File: src/rtl/id_ex_stage_if.sv
// ID/EX stage bus: decoded ID-side inputs, registered EX-side outputs,
// global stall/flush controls and the hazard-unit hold signals.
interface id_ex_stage_if #(
   parameter int DW = 32,
   parameter int RW = 5
);
   logic          ext_stall, flush;
   logic          ID_valid;
   logic [RW-1:0] ID_Rs, ID_Rt, ID_Rd;
   logic          ID_RegWrite, ID_MemRead, ID_MemWrite, ID_MemtoReg, ID_ALUSrc, ID_RegDst;
   logic [3:0]    ID_ALUOp;
   logic [DW-1:0] ID_rs_data, ID_rt_data, ID_imm, ID_PC;
   logic          EX_valid;
   logic [RW-1:0] EX_Rs, EX_Rt, EX_Rd;
   logic          EX_RegWrite, EX_MemRead, EX_MemWrite, EX_MemtoReg, EX_ALUSrc, EX_RegDst;
   logic [3:0]    EX_ALUOp;
   logic [DW-1:0] EX_rs_data, EX_rt_data, EX_imm, EX_PC;
   logic          pc_write, IF_ID_write;
   logic [15:0]   bubble_cnt;

   // upstream side: decode stage, stall/flush sources, downstream consumers
   modport master (
      output ext_stall, flush, ID_valid, ID_Rs, ID_Rt, ID_Rd,
             ID_RegWrite, ID_MemRead, ID_MemWrite, ID_MemtoReg, ID_ALUSrc, ID_RegDst,
             ID_ALUOp, ID_rs_data, ID_rt_data, ID_imm, ID_PC,
      input  EX_valid, EX_Rs, EX_Rt, EX_Rd,
             EX_RegWrite, EX_MemRead, EX_MemWrite, EX_MemtoReg, EX_ALUSrc, EX_RegDst,
             EX_ALUOp, EX_rs_data, EX_rt_data, EX_imm, EX_PC,
             pc_write, IF_ID_write, bubble_cnt
   );

   // pipeline register side
   modport slave (
      input  ext_stall, flush, ID_valid, ID_Rs, ID_Rt, ID_Rd,
             ID_RegWrite, ID_MemRead, ID_MemWrite, ID_MemtoReg, ID_ALUSrc, ID_RegDst,
             ID_ALUOp, ID_rs_data, ID_rt_data, ID_imm, ID_PC,
      output EX_valid, EX_Rs, EX_Rt, EX_Rd,
             EX_RegWrite, EX_MemRead, EX_MemWrite, EX_MemtoReg, EX_ALUSrc, EX_RegDst,
             EX_ALUOp, EX_rs_data, EX_rt_data, EX_imm, EX_PC,
             pc_write, IF_ID_write, bubble_cnt
   );
endinterface

File: src/rtl/id_ex_stage.sv
// ID/EX pipeline register with load-use hazard detection.
// Optional load-use bubble counter: define ID_EX_BUBBLE_CNT_EN.
module id_ex_stage #(
   parameter int DW = 32,
   parameter int RW = 5
) (
   input logic           clk,
   input logic           rst,
   id_ex_stage_if.slave  bus
);
   typedef struct packed {
      logic          valid;
      logic [RW-1:0] rs, rt, rd;
      logic          reg_write, mem_read, mem_write, mem_to_reg, alu_src, reg_dst;
      logic [3:0]    alu_op;
      logic [DW-1:0] rs_data, rt_data, imm, pc;
   } ex_pkt_t;

   ex_pkt_t id_pkt, ex_q;
   logic    load_use;

   // pack decoded ID fields into one payload
   always_comb begin
      id_pkt = '{valid: bus.ID_valid, rs: bus.ID_Rs, rt: bus.ID_Rt, rd: bus.ID_Rd,
                 reg_write: bus.ID_RegWrite, mem_read: bus.ID_MemRead,
                 mem_write: bus.ID_MemWrite, mem_to_reg: bus.ID_MemtoReg,
                 alu_src: bus.ID_ALUSrc, reg_dst: bus.ID_RegDst, alu_op: bus.ID_ALUOp,
                 rs_data: bus.ID_rs_data, rt_data: bus.ID_rt_data,
                 imm: bus.ID_imm, pc: bus.ID_PC};
   end

   // a load in EX whose destination feeds the instruction in ID; $zero never hazards
   assign load_use = ex_q.valid & ex_q.mem_read & (ex_q.rt != '0) & bus.ID_valid &
                     ((ex_q.rt == bus.ID_Rs) | (ex_q.rt == bus.ID_Rt));

   assign bus.pc_write    = ~(load_use | bus.ext_stall);
   assign bus.IF_ID_write = ~(load_use | bus.ext_stall);

   // pipeline register: reset > global stall > flush/load-use bubble > capture
   always_ff @(posedge clk) begin
      if (!rst)                         ex_q <= '0;
      else if (bus.ext_stall)           ex_q <= ex_q;
      else if (bus.flush || load_use)   ex_q <= '0;   // all-zero bubble, indices too
      else                              ex_q <= id_pkt;
   end

   assign bus.EX_valid    = ex_q.valid;
   assign bus.EX_Rs       = ex_q.rs;
   assign bus.EX_Rt       = ex_q.rt;
   assign bus.EX_Rd       = ex_q.rd;
   assign bus.EX_RegWrite = ex_q.reg_write;
   assign bus.EX_MemRead  = ex_q.mem_read;
   assign bus.EX_MemWrite = ex_q.mem_write;
   assign bus.EX_MemtoReg = ex_q.mem_to_reg;
   assign bus.EX_ALUSrc   = ex_q.alu_src;
   assign bus.EX_RegDst   = ex_q.reg_dst;
   assign bus.EX_ALUOp    = ex_q.alu_op;
   assign bus.EX_rs_data  = ex_q.rs_data;
   assign bus.EX_rt_data  = ex_q.rt_data;
   assign bus.EX_imm      = ex_q.imm;
   assign bus.EX_PC       = ex_q.pc;

`ifdef ID_EX_BUBBLE_CNT_EN
   logic [15:0] cnt_q;

   // count only load-use bubbles (flush wins over load-use and is not counted); saturate
   always_ff @(posedge clk) begin
      if (!rst)
         cnt_q <= '0;
      else if (!bus.ext_stall && !bus.flush && load_use && cnt_q != 16'hFFFF)
         cnt_q <= cnt_q + 16'd1;
   end

   assign bus.bubble_cnt = cnt_q;
`else
   assign bus.bubble_cnt = 16'h0000;
`endif
endmodule

File: src/flat_wrapper.sv
// flat-port wrapper written by rule: the top's interface ports become plain ports
module id_ex_stage_flat 
#(
   parameter int DW = 32,
   parameter int RW = 5
)
  (clk, rst, bus_ext_stall, bus_flush, bus_ID_valid, bus_ID_Rs, bus_ID_Rt, bus_ID_Rd, bus_ID_RegWrite, bus_ID_MemRead, bus_ID_MemWrite, bus_ID_MemtoReg, bus_ID_ALUSrc, bus_ID_RegDst, bus_ID_ALUOp, bus_ID_rs_data, bus_ID_rt_data, bus_ID_imm, bus_ID_PC, bus_EX_valid, bus_EX_Rs, bus_EX_Rt, bus_EX_Rd, bus_EX_RegWrite, bus_EX_MemRead, bus_EX_MemWrite, bus_EX_MemtoReg, bus_EX_ALUSrc, bus_EX_RegDst, bus_EX_ALUOp, bus_EX_rs_data, bus_EX_rt_data, bus_EX_imm, bus_EX_PC, bus_pc_write, bus_IF_ID_write, bus_bubble_cnt);
  id_ex_stage_if #(.DW(DW), .RW(RW)) bus_i ();
  input logic clk;
  input logic rst;
  input wire logic [$bits(bus_i.ext_stall)-1:0] bus_ext_stall;
  input wire logic [$bits(bus_i.flush)-1:0] bus_flush;
  input wire logic [$bits(bus_i.ID_valid)-1:0] bus_ID_valid;
  input wire logic [$bits(bus_i.ID_Rs)-1:0] bus_ID_Rs;
  input wire logic [$bits(bus_i.ID_Rt)-1:0] bus_ID_Rt;
  input wire logic [$bits(bus_i.ID_Rd)-1:0] bus_ID_Rd;
  input wire logic [$bits(bus_i.ID_RegWrite)-1:0] bus_ID_RegWrite;
  input wire logic [$bits(bus_i.ID_MemRead)-1:0] bus_ID_MemRead;
  input wire logic [$bits(bus_i.ID_MemWrite)-1:0] bus_ID_MemWrite;
  input wire logic [$bits(bus_i.ID_MemtoReg)-1:0] bus_ID_MemtoReg;
  input wire logic [$bits(bus_i.ID_ALUSrc)-1:0] bus_ID_ALUSrc;
  input wire logic [$bits(bus_i.ID_RegDst)-1:0] bus_ID_RegDst;
  input wire logic [$bits(bus_i.ID_ALUOp)-1:0] bus_ID_ALUOp;
  input wire logic [$bits(bus_i.ID_rs_data)-1:0] bus_ID_rs_data;
  input wire logic [$bits(bus_i.ID_rt_data)-1:0] bus_ID_rt_data;
  input wire logic [$bits(bus_i.ID_imm)-1:0] bus_ID_imm;
  input wire logic [$bits(bus_i.ID_PC)-1:0] bus_ID_PC;
  output wire logic [$bits(bus_i.EX_valid)-1:0] bus_EX_valid;
  output wire logic [$bits(bus_i.EX_Rs)-1:0] bus_EX_Rs;
  output wire logic [$bits(bus_i.EX_Rt)-1:0] bus_EX_Rt;
  output wire logic [$bits(bus_i.EX_Rd)-1:0] bus_EX_Rd;
  output wire logic [$bits(bus_i.EX_RegWrite)-1:0] bus_EX_RegWrite;
  output wire logic [$bits(bus_i.EX_MemRead)-1:0] bus_EX_MemRead;
  output wire logic [$bits(bus_i.EX_MemWrite)-1:0] bus_EX_MemWrite;
  output wire logic [$bits(bus_i.EX_MemtoReg)-1:0] bus_EX_MemtoReg;
  output wire logic [$bits(bus_i.EX_ALUSrc)-1:0] bus_EX_ALUSrc;
  output wire logic [$bits(bus_i.EX_RegDst)-1:0] bus_EX_RegDst;
  output wire logic [$bits(bus_i.EX_ALUOp)-1:0] bus_EX_ALUOp;
  output wire logic [$bits(bus_i.EX_rs_data)-1:0] bus_EX_rs_data;
  output wire logic [$bits(bus_i.EX_rt_data)-1:0] bus_EX_rt_data;
  output wire logic [$bits(bus_i.EX_imm)-1:0] bus_EX_imm;
  output wire logic [$bits(bus_i.EX_PC)-1:0] bus_EX_PC;
  output wire logic [$bits(bus_i.pc_write)-1:0] bus_pc_write;
  output wire logic [$bits(bus_i.IF_ID_write)-1:0] bus_IF_ID_write;
  output wire logic [$bits(bus_i.bubble_cnt)-1:0] bus_bubble_cnt;
  assign bus_i.ext_stall = bus_ext_stall;
  assign bus_i.flush = bus_flush;
  assign bus_i.ID_valid = bus_ID_valid;
  assign bus_i.ID_Rs = bus_ID_Rs;
  assign bus_i.ID_Rt = bus_ID_Rt;
  assign bus_i.ID_Rd = bus_ID_Rd;
  assign bus_i.ID_RegWrite = bus_ID_RegWrite;
  assign bus_i.ID_MemRead = bus_ID_MemRead;
  assign bus_i.ID_MemWrite = bus_ID_MemWrite;
  assign bus_i.ID_MemtoReg = bus_ID_MemtoReg;
  assign bus_i.ID_ALUSrc = bus_ID_ALUSrc;
  assign bus_i.ID_RegDst = bus_ID_RegDst;
  assign bus_i.ID_ALUOp = bus_ID_ALUOp;
  assign bus_i.ID_rs_data = bus_ID_rs_data;
  assign bus_i.ID_rt_data = bus_ID_rt_data;
  assign bus_i.ID_imm = bus_ID_imm;
  assign bus_i.ID_PC = bus_ID_PC;
  assign bus_EX_valid = bus_i.EX_valid;
  assign bus_EX_Rs = bus_i.EX_Rs;
  assign bus_EX_Rt = bus_i.EX_Rt;
  assign bus_EX_Rd = bus_i.EX_Rd;
  assign bus_EX_RegWrite = bus_i.EX_RegWrite;
  assign bus_EX_MemRead = bus_i.EX_MemRead;
  assign bus_EX_MemWrite = bus_i.EX_MemWrite;
  assign bus_EX_MemtoReg = bus_i.EX_MemtoReg;
  assign bus_EX_ALUSrc = bus_i.EX_ALUSrc;
  assign bus_EX_RegDst = bus_i.EX_RegDst;
  assign bus_EX_ALUOp = bus_i.EX_ALUOp;
  assign bus_EX_rs_data = bus_i.EX_rs_data;
  assign bus_EX_rt_data = bus_i.EX_rt_data;
  assign bus_EX_imm = bus_i.EX_imm;
  assign bus_EX_PC = bus_i.EX_PC;
  assign bus_pc_write = bus_i.pc_write;
  assign bus_IF_ID_write = bus_i.IF_ID_write;
  assign bus_bubble_cnt = bus_i.bubble_cnt;
  id_ex_stage #(.DW(DW), .RW(RW)) u_core (.clk(clk), .rst(rst), .bus(bus_i));
endmodule
File: config.mk
export PLATFORM = sky130hd
export DESIGN_NAME = id_ex_stage_flat
export DESIGN_NICKNAME = d
export VERILOG_FILES = /design/src/rtl/id_ex_stage_if.sv /design/src/rtl/id_ex_stage.sv /design/src/flat_wrapper.sv
export SDC_FILE = /design/constraint.sdc
export NUM_CORES = 1
export LEC_CHECK = 0
export ABC_AREA = 1
export CAP_MARGIN = 40
export CORE_ASPECT_RATIO = 0.75
export CORE_MARGIN = 4
export CORE_UTILIZATION = 43
export DETAILED_ROUTE_END_ITERATION = 8
export GPL_TIMING_DRIVEN = 0
export PLACE_DENSITY = 0.83
export SETUP_SLACK_MARGIN = 0.3
export SLEW_MARGIN = 20
export SYNTH_ARGS = -nofsm -noshare
export SYNTH_HDL_FRONTEND = slang
export SYNTH_SLANG_ARGS = --single-unit
File: constraint.sdc
create_clock -name clk -period 1.9 [get_ports clk]
set_input_delay 0.19 -clock clk [delete_from_list [all_inputs] [get_ports clk]]
set_output_delay 0.19 -clock clk [all_outputs]
set_load 0.03 [all_outputs]
; ---- Word level (Yosys, flattened, before mapping)
; Index checks and enable logic that the tools add are counted.
[word_totals]
word_cells = 27
inputBits = 158
out_inout_bits = 172
reg_bits = 154
[classes]
eq_ne = 2
n_mux = 1
reduce_logical = 2
n_bitwise = 7
[ops]
columns = operator, count
row1 = $mux 154, 1
row2 = $eq 5x5->1, 2
row3 = $reduce_bool 5->1, 1
row4 = $and 1x1->1, 4
row5 = $or 1x1->1, 2
row6 = $logic_or 1x1->1, 1
row7 = $not 1->1, 1

; ---- Logic depth before layout (Yosys ltp)
; Gate-level depths: netlist of run 1.
[logic_depth]
depth_word = 6
ltp_mapped = 11
depth_no_buf = 9

; ---- Least setup slack after synthesis of run 1
; Ideal clock, no wire load.
[synth_timing]
path_type = reg-to-output
startpoint = reg u_core.ex_q, in the netlist u_core.bus.EX_Rt[0]
endpoint = out bus_pc_write
path_stages_with_launch = 8
path_buffers = 1
arrival_ns = 1.731
required_ns = 1.710
slack_ns = -0.021
path_cell_list = dfxtp_1 > nor2_1 > nor2_1 > nor2_1 > nand3_2 > nand2_2 > a21oi_1 > buf_4
[synth_between]
elab_chain_len = 6
elab_cells_between_ends = 9
cone_classes = eq/ne (2) / bitwise (6) / reduce/logical (1)
[synth_rtl]
columns = item, line_no
row1 = start: declaration, id_ex_stage.sv:19  ; ex_pkt_t id_pkt, ex_q;
row2 = start signal: assignment, id_ex_stage.sv:42  ; else if (bus.ext_stall) ex_q <= ex_q;
row3 = start signal: assignment, id_ex_stage.sv:44  ; else ex_q <= id_pkt;
row4 = $reduce_bool 5->1, id_ex_stage.sv:33  ; assign load_use = ex_q.valid & ex_q.mem_read & (ex_q.rt != '0) & bus.ID_valid &
row5 = $and 1x1->1 (2 in series), id_ex_stage.sv:33
row6 = $and 1x1->1 *, id_ex_stage.sv:33
row7 = $or 1x1->1 *, n/a
row8 = $not 1->1 *, n/a
row9 = end: declaration, flat_wrapper.sv:43  ; output wire logic [$bits(bus_i.pc_write)-1:0] bus_pc_write;
; Every way passes the cells marked *; elsewhere a longest branch is shown, timed or not.

; ---- Worst setup path after layout of run 1
[layout_timing]
startpoint = reg u_core.ex_q, in the netlist u_core.bus.EX_Rt[0]
endpoint = reg u_core.ex_q, in the netlist u_core.bus.EX_rt_data[6]
[layout_between]
elab_chain_len = 6
elab_cells_between_ends = 9
cone_classes = eq/ne (2) / mux (1) / bitwise (4) / reduce/logical (2)
[layout_rtl]
columns = item, line_no
row1 = $reduce_bool 5->1, id_ex_stage.sv:33
row2 = $and 1x1->1 (2 in series), id_ex_stage.sv:33
row3 = $and 1x1->1 *, id_ex_stage.sv:33
row4 = $logic_or 1x1->1 *, id_ex_stage.sv:43  ; else if (bus.flush || load_use) ex_q <= '0;
row5 = $mux 154 *, id_ex_stage.sv:43
; Marks and branches as above.
; A chain may end at the register's enable or synchronous reset.

==> results of run 1 <==
[power breakdown]
part           total (uW)  switching, uW  leakage (uW)  internal (uW)
Clock                3410           1410      0.000278           2000
Sequential           3430           76.2       0.00126           3350
Combinational        1740           1030       0.00444            707
[flip-flops by register name, indices dropped and copies added, names as in the netlist, 4 cells and up]
name / count
u_core.bus.EX_rt_data: 32
u_core.bus.EX_Rd: 5
u_core.bus.EX_imm: 32
u_core.bus.EX_Rs: 5
u_core.bus.EX_Rt: 5
u_core.bus.EX_ALUOp: 4
u_core.bus.EX_rs_data: 32
u_core.bus.EX_PC: 32
[layer usage]
layer,wire [um],vias up,global-route usage,part of all wire
li1,-,4048,-,-
met3,2510,86,0.0845,0.083
met1,11600,4123,0.296,0.38
met5,0,-,0,0
met2,15100,416,0.417,0.50
met4,952,0,0.0833,0.032
[logic make-up (layout without fill, tap and decap cells)]
kind of cell,Yosys count,in the layout,synth area share
other,1,16,0.000502
and+or+nand+nor,497,497,0.319
xor gates and xnor gates,2,2,0.00235
DFF,154,154,0.413
AOI/OAI and AO/OA,155,155,0.109
buffers and inverters,261,634,0.157
[cell usage in the layout (no fill, tap or decap), drive strengths merged]
cell type / instances
bufinv: 2
dlygate4sd2: 154
buf: 66
nand3: 156
clkinv: 6
clkinvlp: 2
inv: 162
conb: 16
xnor2: 2
clkdlybuf4s50: 156
nor2: 161
a21oi: 155
clkbuf: 86
nand2: 178
nand4: 2
dfxtp: 154
[worst max path at each step]
stage | endpoint | start
after floorplan | u_core.bus.EX_imm[20] | u_core.bus.EX_Rt[4]
after global placement | bus_pc_write | bus_ext_stall
after detailed placement | bus_pc_write | bus_ext_stall
after CTS | bus_IF_ID_write | u_core.bus.EX_Rt[0]
after global routing | bus_IF_ID_write | u_core.bus.EX_Rt[0]
final | u_core.bus.EX_rt_data[6] | u_core.bus.EX_Rt[0]
[worst register-to-register path, stage by stage (launching register included)]
cell	delay [ps]
dfxtp_4	390
inv_2	30
nand2_1	50
nand2_1	80
nor2_2	150
nand3_1	100
nand2_2	130
buf_6	130
nand2_8	90
buf_8	160
buf_4	150
clkbuf_16	150
nand3_2	60
a21oi_2	80
[per-stage QoR]
stage	instances	utilization	power (uW)
final	1673	0.784	8570
after floorplan	1085	-	4320
after global placement	1612	0.646	5040
after detailed placement	1612	0.646	5060
after global routing	1673	0.784	8840
after CTS	1649	0.675	8340
[layout make-up]
type                            count  area (um^2)
Sequential cell                   154         3100
Inverter                          162          611
Clock inverter                     10          120
Clock buffer                       20          457
Timing Repair Buffer              343         3520
Buffer                             99          678
Tap cell                          215          269
Multi-Input combinational cell    670         4520
Fill cell                        1109         3660
[repair_timing]
action / in CTS / in global routing
hold buffers: 0 / 0
buffers inserted: 6 / 9
setup endpoints to repair: 216 / 156
pin swaps: 4 / 57
gates cloned: 1 / 15
resized for setup: 179 / 309
==> results.yml, run 1 <==
outcome:
  outcome: "finished, final reports clean"
placement:
  dp_hpwl_um: 18600
  placed_area_um2: 10900
  io_buffers: 312
  gp_congestion: 0.900
  place_ws_ps: -833
timing:
  fin_hold_ws_ps: 394
  tightest_slew_ps: 1000
  slew_headroom: 0.333
  period_needed_ps: 1890
  slew_violations: 0
  setup_violations: 0
  finalCritPeriodShare: 0.996
  tns_ps: 0
  fmax_mhz: 529
  finalHoldViolations: 0
  rsz0062_at_grt: "yes"
  skew_ps: 8.92
  layout_setup_ws_ps: 8.13
synthesis:
  synth_area_um2: 7470
  synth_edf_count: 0
  syn_avg_cell_area_um2: 6.98
  async_flop_share: 0
  synth-seq-cells: 154
  syn-instance-count: 1070
  synth.area.top_cells: "dfxtp_1 (41%), a21oi_1 (9.7%), nand2_1 (8.8%), nand3_2 (8.2%), nor2_1 (8.1%)"
  yosysTopAreaCell: "dfxtp_1"
  ys_types: 21
  yosysWarnings: 0
  yosysSeqAreaShare: 0.413
  yosysMostFrequentCell: "nand2_1"
  synth_top_area_frac: 0.413
  ys.flop_type: "dfxtp_1"
  synthTopCellsByCount: "nand2_1 (176), nor2_1 (161), inv_1 (155)"
routing:
  vias: 8673
  ant_nets: 0
  firstDrtPassIters: 5
  drc: 0
  wire_per_inst_um: 18.1
  wirelength_um: 30200
  viasPerCell: 5.18
  drtIter0Drc: 585
die:
  start_util: 0.441
  fp.dieH_um: 122
  coreArea_um2: 16900
  io_pins: 330
  dieWidth_um: 160
  die-area_um2: 19600
  rows: 41
cells_and_area:
  fin_area_um2: 13300
  synthToLayoutAreaGrowth_pct: 77.6
  diodes: 0
  fin_nets: 1605
  layout-drive-gt1-share: 0.270
critical_path:
  cpMostUsedCell: "nand2_1"
  required_ps: 2180
  cp_top_family: "simple AND/OR/NAND/NOR gates"
  crit_chain: "inv_2, nand2_1, nand2_1, nor2_2, nand3_1, nand2_2, buf_6, nand2_8, buf_8, buf_4, clkbuf_16, nand3_2, a21oi_2"
  critPathKind: "flip-flop to flip-flop"
  cp_max_fo: 7
  timing.rr.start: "u_core.bus.EX_Rt[0]"
  reg2reg_slack_ps: 8
  max_stage_delay_ps: 390
  ff2ff_path_depth: 13
  critical_path_arrival_ps: 2170
  cp_num_buf_inv: 5
  rr_endpoint: "u_core.bus.EX_rt_data[6]"
  crit_cells: 13
  cpMaxStageDelayCell: "dfxtp_4"
  endpoint_kind: "flip-flop"
  start_kind: "flip-flop"
worst_hold_path:
  worstHoldStart: "bus_ID_MemtoReg"
  min_path_type: "input port to flip-flop"
  worst_hold_path.num_cells: 5
  worstHoldEndpoint: "u_core.bus.EX_MemtoReg"
power_and_ir_drop:
  p_leak_uw: 0.00598
  ir_drop_v: 0.000525
  p_per_area_nw_per_um2: 646
clock_network:
  cts_tree: "built"
  root_buffer: "clkbuf_16"
  max-clock-path-buffers: 2
  path_clk_slew_ps: 70
  numCtsBuffers: 17
  clk-insertion-delay-late_ps: 420
  cts_sinks: 154
  cts-htree-levels: 4
global_route:
  grt_use_total: 0.246
  grt_start_max_net_pins: 17
  grt_pass1_wl_um: 38700
  first_global_vias: 7653
  antenna_found_initial: 0
  overflow: 0
job:
  cap_viol_max_count: 0
(Power assumes the default switching activity.)
==> run 2: changes to the inputs <==
RECOVER_POWER = 50   (was unset)
==> results.yml, run 2 (synthesis results as in run 1) <==
clock_network:
  max-clock-path-buffers: 2
  root_buffer: "clkbuf_16"
  cts_tree: "built"
  numCtsBuffers: 17
  cts_sinks: 154
  cts-htree-levels: 4
  holdBufCountCts: 0
  clk-insertion-delay-late_ps: 420
  path_clk_slew_ps: 70
timing:
  slew_violations: 0
  slew_headroom: 0.333
  finalCritPeriodShare: 0.996
  tightest_slew_ps: 1000
  skew_ps: 8.92
  period_needed_ps: 1890
  fmax_mhz: 529
  rsz0062_at_grt: "yes"
  finalHoldViolations: 0
  setup_violations: 0
placement:
  placed_area_um2: 10900
  gp_congestion: 0.900
  dp_hpwl_um: 18600
  place_inst: 1612
  io_buffers: 312
cells_and_area:
  layout-drive-gt1-share: 0.269
  layout_common_cells: "nand2_1 (175), nor2_1 (157), clkdlybuf4s50_1 (156), inv_1 (154), dlygate4sd2_1 (154)"
  final_cells: 1673
  fin_nets: 1605
  synthToLayoutAreaGrowth_pct: 77.6
  diodes: 0
  post-route-util: 0.784
  fin_area_um2: 13300
  final_common_cell: "nand2_1"
  num-fill-cells: 1110
die:
  die-area_um2: 19600
  fp.dieH_um: 122
  start_util: 0.441
  coreArea_um2: 16900
  rows: 41
  io_pins: 330
  dieWidth_um: 160
routing:
  viasPerCell: 5.18
  ant_nets: 0
  vias: 8665
  drc: 0
  drtIter0Drc: 585
  wirelength_um: 30200
  wire_per_inst_um: 18.1
  firstDrtPassIters: 5
outcome:
  outcome: "finished, final reports clean"
power_and_ir_drop:
  p_total_uw: 8580
  p_per_area_nw_per_um2: 646
  p_leak_uw: 0.00598
  ir_drop_v: 0.000525
critical_path:
  reg2reg_slack_ps: 8
  ff2ff_path_depth: 13
  cp_max_fo: 7
  timing.rr.start: "u_core.bus.EX_Rt[0]"
  critical_path_arrival_ps: 2170
  required_ps: 2180
  endpoint_kind: "flip-flop"
  rr_endpoint: "u_core.bus.EX_rt_data[6]"
  critPathKind: "flip-flop to flip-flop"
  start_kind: "flip-flop"
global_route:
  overflow: 0
  grt_pass1_wl_um: 38700
  globalRouteMet2Util: 0.417
  grtUsageMet3: 0.0845
  grt_start_max_net_pins: 17
  grt_busiest_layer: "met2"
  grt_use_total: 0.246
  antenna_found_initial: 0
  gr-usage-met1: 0.296
  first_global_vias: 7653
worst_hold_path:
  worst_hold_path.num_cells: 5
  min_path_type: "input port to flip-flop"
  worstHoldEndpoint: "u_core.bus.EX_MemtoReg"
  worstHoldStart: "bus_ID_MemtoReg"
job:
  cap_viol_max_count: 0
-- run 2: cell counts in the layout (fill, tap and decap cells not counted) --
No cell type changed its count.
-- run 2: worst max-delay path by stage --
| stage | end | cells after the start | start |
|---|---|---|---|
| floorplan | u_core.bus.EX_imm[20] | 8 | u_core.bus.EX_Rt[4] |
| global placement | bus_pc_write | 6 | bus_ext_stall |
| detailed placement | bus_pc_write | 6 | bus_ext_stall |
| CTS | bus_IF_ID_write | 8 | u_core.bus.EX_Rt[0] |
| global route | bus_IF_ID_write | 8 | u_core.bus.EX_Rt[0] |
| finish | u_core.bus.EX_rt_data[6] | 13 | u_core.bus.EX_Rt[0] |
-- run 2: repair_timing --
action | in CTS | in global routing
pin swaps | 4 | 57
cloned | 1 | 15
setup endpoints to repair | 216 | 156
buffers inserted | 6 | 9
gates resized for setup | 179 | 309
-- run 2: stage by stage --
step,TNS (ps),hold slack [ps],worst slack (ps)
floorplan,0,408,337
global route,-929,401,-72.1
detailed placement,-16990,455,-833
CTS,0,391,113
finish,0,394,8.14
global placement,-14110,444,-827
-- run 2: area by class of cell --
cell class / instances / area, um^2 / share of cell area
Multi-Input combinational cell: 670 / 4520 / 0.341
Timing Repair Buffer: 343 / 3520 / 0.265
Inverter: 162 / 611 / 0.0460
Sequential cell: 154 / 3100 / 0.233
Buffer: 99 / 678 / 0.0511
Tap cell: 215 / 269 / 0.0203
Clock buffer: 20 / 457 / 0.0344
Clock inverter: 10 / 120 / 0.00905
-- run 2: report_power, final --
part	switching [uW]	leakage, uW	internal (uW)
clock	1420	0.000278	2000
combinational	1030	0.00444	707
sequential	76.3	0.00126	3350
-- run 2: routing by layer --
layer	wire (um)	up-vias
li1	-	4048
met1	11600	4119
met2	15100	412
met3	2490	86
met4	952	0
met5	0	-
-- run 2: critical path, stage by stage (launching register included) --
cell and delay [ps]:
dfxtp_4 390, inv_2 30, nand2_1 50, nand2_1 80, nor2_2 150, nand3_1 100, nand2_2 130, buf_6 130
nand2_8 90, buf_8 150, buf_4 140, clkbuf_16 150, nand3_2 60, a21oi_2 70
